==> src/rtl/pwm_pkg.sv <==
// pwm_pkg: shared types and helpers for the PWM datapath.
// Holds the fetch FSM state encoding and the prescaler width helper.
package pwm_pkg;

    typedef enum logic [1:0] {
        F_IDLE,
        F_READ,
        F_CAPT
    } fetch_state_t;

    // Width of a 0..div-1 counter, never less than one bit.
    function automatic int div_w(input int div);
        return (div > 1) ? $clog2(div) : 1;
    endfunction

endpackage

==> src/rtl/pwm_prescaler.sv <==
// pwm_prescaler: divides the clock into one tick every DIV cycles.
// Ports: i_clk, i_rst_n (async, active-low), i_en (level), o_tick.
module pwm_prescaler
    import pwm_pkg::*;
#(
    parameter int DIV = 1
) (
    input  logic i_clk,
    input  logic i_rst_n,
    input  logic i_en,
    output logic o_tick
);

    localparam int DIV_W = div_w(DIV);
    localparam logic [DIV_W-1:0] LAST = DIV_W'(DIV - 1);

    logic [DIV_W-1:0] div_q;
    logic [DIV_W-1:0] div_d;

    always_comb begin
        div_d = div_q;
        if (!i_en) begin
            div_d = '0;
        end else if (div_q == LAST) begin
            div_d = '0;
        end else begin
            div_d = div_q + 1'b1;
        end
    end

    always_ff @(posedge i_clk or negedge i_rst_n) begin
        if (!i_rst_n) begin
            div_q <= '0;
        end else begin
            div_q <= div_d;
        end
    end

    assign o_tick = i_en && (div_q == LAST);

endmodule

==> src/rtl/pwm_generator.sv <==
// pwm_generator: FIFO-fed PWM, one duty word per 2^WIDTH-tick period.
// Ports: i_clk, i_rst_n, i_en, i_fifo, i_fifo_empty -> o_fifo_re, o_pwm, o_period_done, o_underrun.
module pwm_generator
    import pwm_pkg::*;
#(
    parameter int WIDTH = 8,
    parameter int DIV   = 1
) (
    input  logic             i_clk,
    input  logic             i_rst_n,
    input  logic             i_en,
    input  logic [WIDTH-1:0] i_fifo,
    input  logic             i_fifo_empty,
    output logic             o_fifo_re,
    output logic             o_pwm,
    output logic             o_period_done,
    output logic             o_underrun
);

    if (WIDTH < 2 || WIDTH > 16) begin : g_bad_width
        $error("pwm_generator: WIDTH out of range");
    end
    if (DIV < 1 || DIV > 65535) begin : g_bad_div
        $error("pwm_generator: DIV out of range");
    end

    fetch_state_t     state_q, state_d;
    logic             fifo_re_q, fifo_re_d;
    logic [WIDTH-1:0] next_q, next_d;
    logic             next_valid_q, next_valid_d;
    logic [WIDTH-1:0] duty_q, duty_d;
    logic [WIDTH-1:0] cnt_q, cnt_d;
    logic             pwm_q, pwm_d;
    logic             period_done_q, period_done_d;
    logic             underrun_q, underrun_d;

    logic tick;
    logic wrap;
    logic capture;

    pwm_prescaler #(
        .DIV(DIV)
    ) u_prescaler (
        .i_clk  (i_clk),
        .i_rst_n(i_rst_n),
        .i_en   (i_en),
        .o_tick (tick)
    );

    assign wrap    = tick && (cnt_q == '1);
    assign capture = (state_q == F_CAPT);

    // One read in flight at a time: the empty flag lags the strobe by an
    // edge, so the FSM never looks at it again until the word is captured.
    always_comb begin
        state_d   = state_q;
        fifo_re_d = 1'b0;
        unique case (state_q)
            F_IDLE: begin
                if (!next_valid_q && !i_fifo_empty) begin
                    fifo_re_d = 1'b1;
                    state_d   = F_READ;
                end
            end
            F_READ:  state_d = F_CAPT;
            F_CAPT:  state_d = F_IDLE;
            default: state_d = F_IDLE;
        endcase
    end

    // A capture in the same cycle as a wrap is not visible to that wrap;
    // the wrap sees the old (empty) shadow and the word waits a period.
    always_comb begin
        next_d       = capture ? i_fifo : next_q;
        next_valid_d = next_valid_q;
        duty_d       = duty_q;
        if (capture) begin
            next_valid_d = 1'b1;
        end else if (wrap) begin
            next_valid_d = 1'b0;
        end
        if (wrap && next_valid_q) begin
            duty_d = next_q;
        end
    end

    // Held at all-ones while disabled so the first enabled tick wraps
    // and starts a period with a freshly loaded word.
    always_comb begin
        cnt_d = cnt_q;
        if (!i_en) begin
            cnt_d = '1;
        end else if (tick) begin
            cnt_d = cnt_q + 1'b1;
        end
    end

    always_comb begin
        pwm_d         = i_en && (cnt_q < duty_q);
        period_done_d = wrap;
        underrun_d    = wrap && !next_valid_q;
    end

    always_ff @(posedge i_clk or negedge i_rst_n) begin
        if (!i_rst_n) begin
            state_q       <= F_IDLE;
            fifo_re_q     <= 1'b0;
            next_q        <= '0;
            next_valid_q  <= 1'b0;
            duty_q        <= '0;
            cnt_q         <= '1;
            pwm_q         <= 1'b0;
            period_done_q <= 1'b0;
            underrun_q    <= 1'b0;
        end else begin
            state_q       <= state_d;
            fifo_re_q     <= fifo_re_d;
            next_q        <= next_d;
            next_valid_q  <= next_valid_d;
            duty_q        <= duty_d;
            cnt_q         <= cnt_d;
            pwm_q         <= pwm_d;
            period_done_q <= period_done_d;
            underrun_q    <= underrun_d;
        end
    end

    assign o_fifo_re     = fifo_re_q;
    assign o_pwm         = pwm_q;
    assign o_period_done = period_done_q;
    assign o_underrun    = underrun_q;

endmodule
==> config.mk <==
export PLATFORM = sky130hd
export DESIGN_NAME = pwm_generator
export DESIGN_NICKNAME = d
export VERILOG_FILES = /design/src/rtl/pwm_pkg.sv /design/src/rtl/pwm_prescaler.sv /design/src/rtl/pwm_generator.sv
export SDC_FILE = /design/constraint.sdc
export NUM_CORES = 1
export LEC_CHECK = 0
export ABC_AREA = 1
export BUFFER_PORTS_ARGS = -buffer_cell sky130_fd_sc_hd__buf_4
export CORE_MARGIN = 5
export CORE_UTILIZATION = 45
export CTS_BUF_LIST = sky130_fd_sc_hd__clkbuf_4
export DETAILED_ROUTE_END_ITERATION = 8
export PLACE_DENSITY = 0.74
export RECOVER_POWER = 25
export SYNTH_ARGS = -nofsm -noshare
export SYNTH_HDL_FRONTEND = slang
export SYNTH_HIERARCHICAL = 1
export SYNTH_SLANG_ARGS = --single-unit
export TNS_END_PERCENT = 50
==> constraint.sdc <==
create_clock -name i_clk -period 1.7 [get_ports i_clk]
set_input_delay 0.17 -clock i_clk [delete_from_list [all_inputs] [get_ports i_clk]]
set_output_delay 0.17 -clock i_clk [all_outputs]
set_load 0.05 [all_outputs]
==> results.sh <==
export IMPL_rsz0062_at_grt="false"
export IMPL_critPathKind="flip-flop to flip-flop"
export IMPL_final_cell_count_no_fill=221
export IMPL_startpoint_type="flip-flop"
export IMPL_reg2reg_to="duty_q[7]"
export IMPL_fin_util=0.5520
export IMPL_p_sw_mw=0.9096
export IMPL_drt_wl_total_um=2660
export IMPL_cts_inserted_buffers=5
export IMPL_routed_via_density=4.923
export IMPL_die_w_um=67.45
export IMPL_comb_power_share=0.332
export IMPL_fill_cells=300
export IMPL_place_gp_congestion=0.8411
export IMPL_max_slew_worst_pin_slew_ns=0.7331
export IMPL_htree_levels=2
export IMPL_clkPwrFrac=0.174
export IMPL_maxCapViolCount=0
export IMPL_status="finished clean"
export IMPL_placedCellCount=211
export IMPL_wl_per_cell_um=12.04
export IMPL_grt_usage=0.1440
export IMPL_seq_area_frac_synth=0.5291
export IMPL_synth_fp_nets=174
export IMPL_pre_cts_slack_ns=0.09381
export IMPL_p_int_mw=1.539
export IMPL_fin_ws_ns=0.1183
export IMPL_gr_total_overflow=0
export IMPL_period_minus_slack_ns=1.582
export IMPL_die_y_um=67.45
export IMPL_holdPathEnd="next_q[2]"
export IMPL_crit_required_ns=1.97
export IMPL_power_leakage_nw=0.8774
export IMPL_slew_headroom=0.5113
export IMPL_clockBufferDepth=2
export IMPL_detail_route_antenna_nets=0
export IMPL_coreArea_um2=3103
export IMPL_clock_latency_ns=0.33
export IMPL_fin_crit_sh=0.9304
export IMPL_vias=1088
export IMPL_cp_max_fo=8
export IMPL_ys_seq_elements=31
export IMPL_drt_iter0_markers=74
export IMPL_p_seq_frac=0.494
export IMPL_cts_sinks=31
export IMPL_start_util=0.4786
export IMPL_critPathCaptureType="flip-flop"
export IMPL_root_buffer="clkbuf_4"
export IMPL_maxSlewViolCount=0
export IMPL_clkTransAtPathRegs_ns=0.10
export IMPL_place_detailed_hpwl_um=2040
export IMPL_ys_warn_count=6
export IMPL_whs_path_depth=2
export IMPL_die_area_um2=4550
export IMPL_grt_pass1_wl_um=4802
export IMPL_row_count=20
export IMPL_drc=0
export IMPL_swShare=0.3715
export IMPL_power_mw=2.449
export IMPL_syn_area_um2=1485
export IMPL_irDropWorstVdd_mv=0.6997
export IMPL_finClkSkew_ns=0.007984
export IMPL_finalSetupTns_ns=0
export IMPL_layout_drive_gt1_share=0.2599
export IMPL_cts_tree="yes"
export IMPL_syn_area_per_cell_um2=9.644
export IMPL_ys_types=20
export IMPL_cts_resized=0
export IMPL_layout_common_cells="nand2_1 (42), dfrtp_1 (23), inv_1 (18)"
export IMPL_area_growth_pct=15.33
export IMPL_regArea_um2=785.8
export IMPL_ff2ff_setup_slack_ns=0.12
export IMPL_io_pins=16
export IMPL_antenna_cells=0
export IMPL_grt_max_degree=32
export IMPL_multiInputGateArea_um2=598.1
export IMPL_worstRegToRegCells=6
export IMPL_synth_cells=154
export IMPL_grt_pass1_vias=1160
export IMPL_min_from="i_fifo[2]"
export IMPL_final_nets=196
export IMPL_hp_class="input pin to flip-flop"
export IMPL_port_buffers=15
export IMPL_mostFrequentLayoutCell="nand2_1"
export IMPL_p_per_area_nw_per_um2=1430
export IMPL_hold_viol_final=0
export IMPL_fmax_ghz=0.6322
export IMPL_r2r_start="cnt_q[1]"
export IMPL_cts_setup_buffers=0
export IMPL_setup_violations=0
export IMPL_drt_pass1_iter_count=4
export IMPL_cp_arrival_ns=1.85
export IMPL_antenna_found_initial=0
[routing by layer]
layer,routed length [um],track usage,vias up,share of wire
li1,-,-,551,-
met1,1077,0.1485,513,0.40
met2,1393,0.2601,19,0.52
met3,135,0.04326,5,0.051
met4,53,0.07595,0,0.020
met5,0,0,-,0
[how the worst max path moves through the flow]
stage / from / endpoint / slack (ns)
finish: cnt_q[1] / duty_q[7] / 0.12
detailed placement: cnt_q[1] / duty_q[3] / 0.09
CTS: cnt_q[1] / duty_q[6] / 0.08
global placement: cnt_q[1] / duty_q[3] / 0.14
floorplan: cnt_q[1] / cnt_q[6] / 0.31
global route: cnt_q[1] / duty_q[6] / 0.007
[kinds of logic after synthesis]
kind of cell | count (synthesis) | share of synthesized area
AOI/OAI and AO/OA | 12 | 0.04212
muxes | 8 | 0.06066
DFF | 31 | 0.5291
adders and majority gates | 8 | 0.06740
and+or+nand+nor | 71 | 0.2325
buffers and inverters | 24 | 0.06823
[sequential cells by signal, summed over array words and instances (netlist names)]
name and flops:
o_fifo_re 1, state_q 2, duty_q 8, o_underrun 1
o_pwm 1, next_q 8, next_valid_q 1, o_period_done 1
cnt_q 8
[metrics by stage]
step	hold WS [ns]	area [um^2]
after floorplan	-0.1256	1485
after global placement	0.1092	1638
after detailed placement	0.1222	1638
after CTS	0.04825	1715
after global routing	0.04558	1713
final	0.06595	1713
[repair_timing]
| action | in CTS | in global routing |
|---|---|---|
| hold buffers | 2 | 0 |
| endpoints found under the hold margin | 25 | 0 |
| endpoints found under the setup margin | 0 | 9 |
[power groups by stage]
stage | Clock [mW] | Combinational (mW) | Sequential, mW
global route | 0.475 | 0.942 | 1.25
CTS | 0.443 | 0.826 | 1.21
global placement | 0 | 0.767 | 1.21
detailed placement | 0 | 0.816 | 1.23
floorplan | 0 | 0.589 | 1.22
finish | 0.427 | 0.812 | 1.21
[cell usage after synthesis]
cell | number | share of area
nand2_1 | 42 | 0.11
dfrtp_1 | 23 | 0.39
inv_1 | 18 | 0.045
nand4_1 | 9 | 0.038
dfstp_2 | 8 | 0.14
ha_1 | 8 | 0.067
mux2_2 | 8 | 0.061
nand3_1 | 7 | 0.024
nor2_1 | 7 | 0.018
o21ai_0 | 6 | 0.020
a21oi_1 | 5 | 0.017
inv_2 | 3 | 0.0076
nor3_4 | 2 | 0.022
nor4_1 | 2 | 0.0084
a21o_1 | 1 | 0.0051
buf_4 | 1 | 0.0051
buf_6 | 1 | 0.0076
clkbuf_1 | 1 | 0.0025
nand3_4 | 1 | 0.012
nand3b_1 | 1 | 0.0051
[worst max-delay path, cell delays in order (launching register included)]
cell and delay (ns):
dfstp_2 0.57, ha_1 0.17, nand2_1 0.10, nor3_4 0.31
buf_4 0.20, nand4_1 0.07, nand2_1 0.10
[layout make-up]
type | count | area share
Clock buffer | 6 | 0.02630
Clock inverter | 2 | 0.007305
Inverter | 21 | 0.04602
Multi-Input combinational cell | 99 | 0.3492
Sequential cell | 31 | 0.4587
Tap cell | 44 | 0.03214
Timing Repair Buffer | 18 | 0.08035
Power figures use the tool's default switching activity.
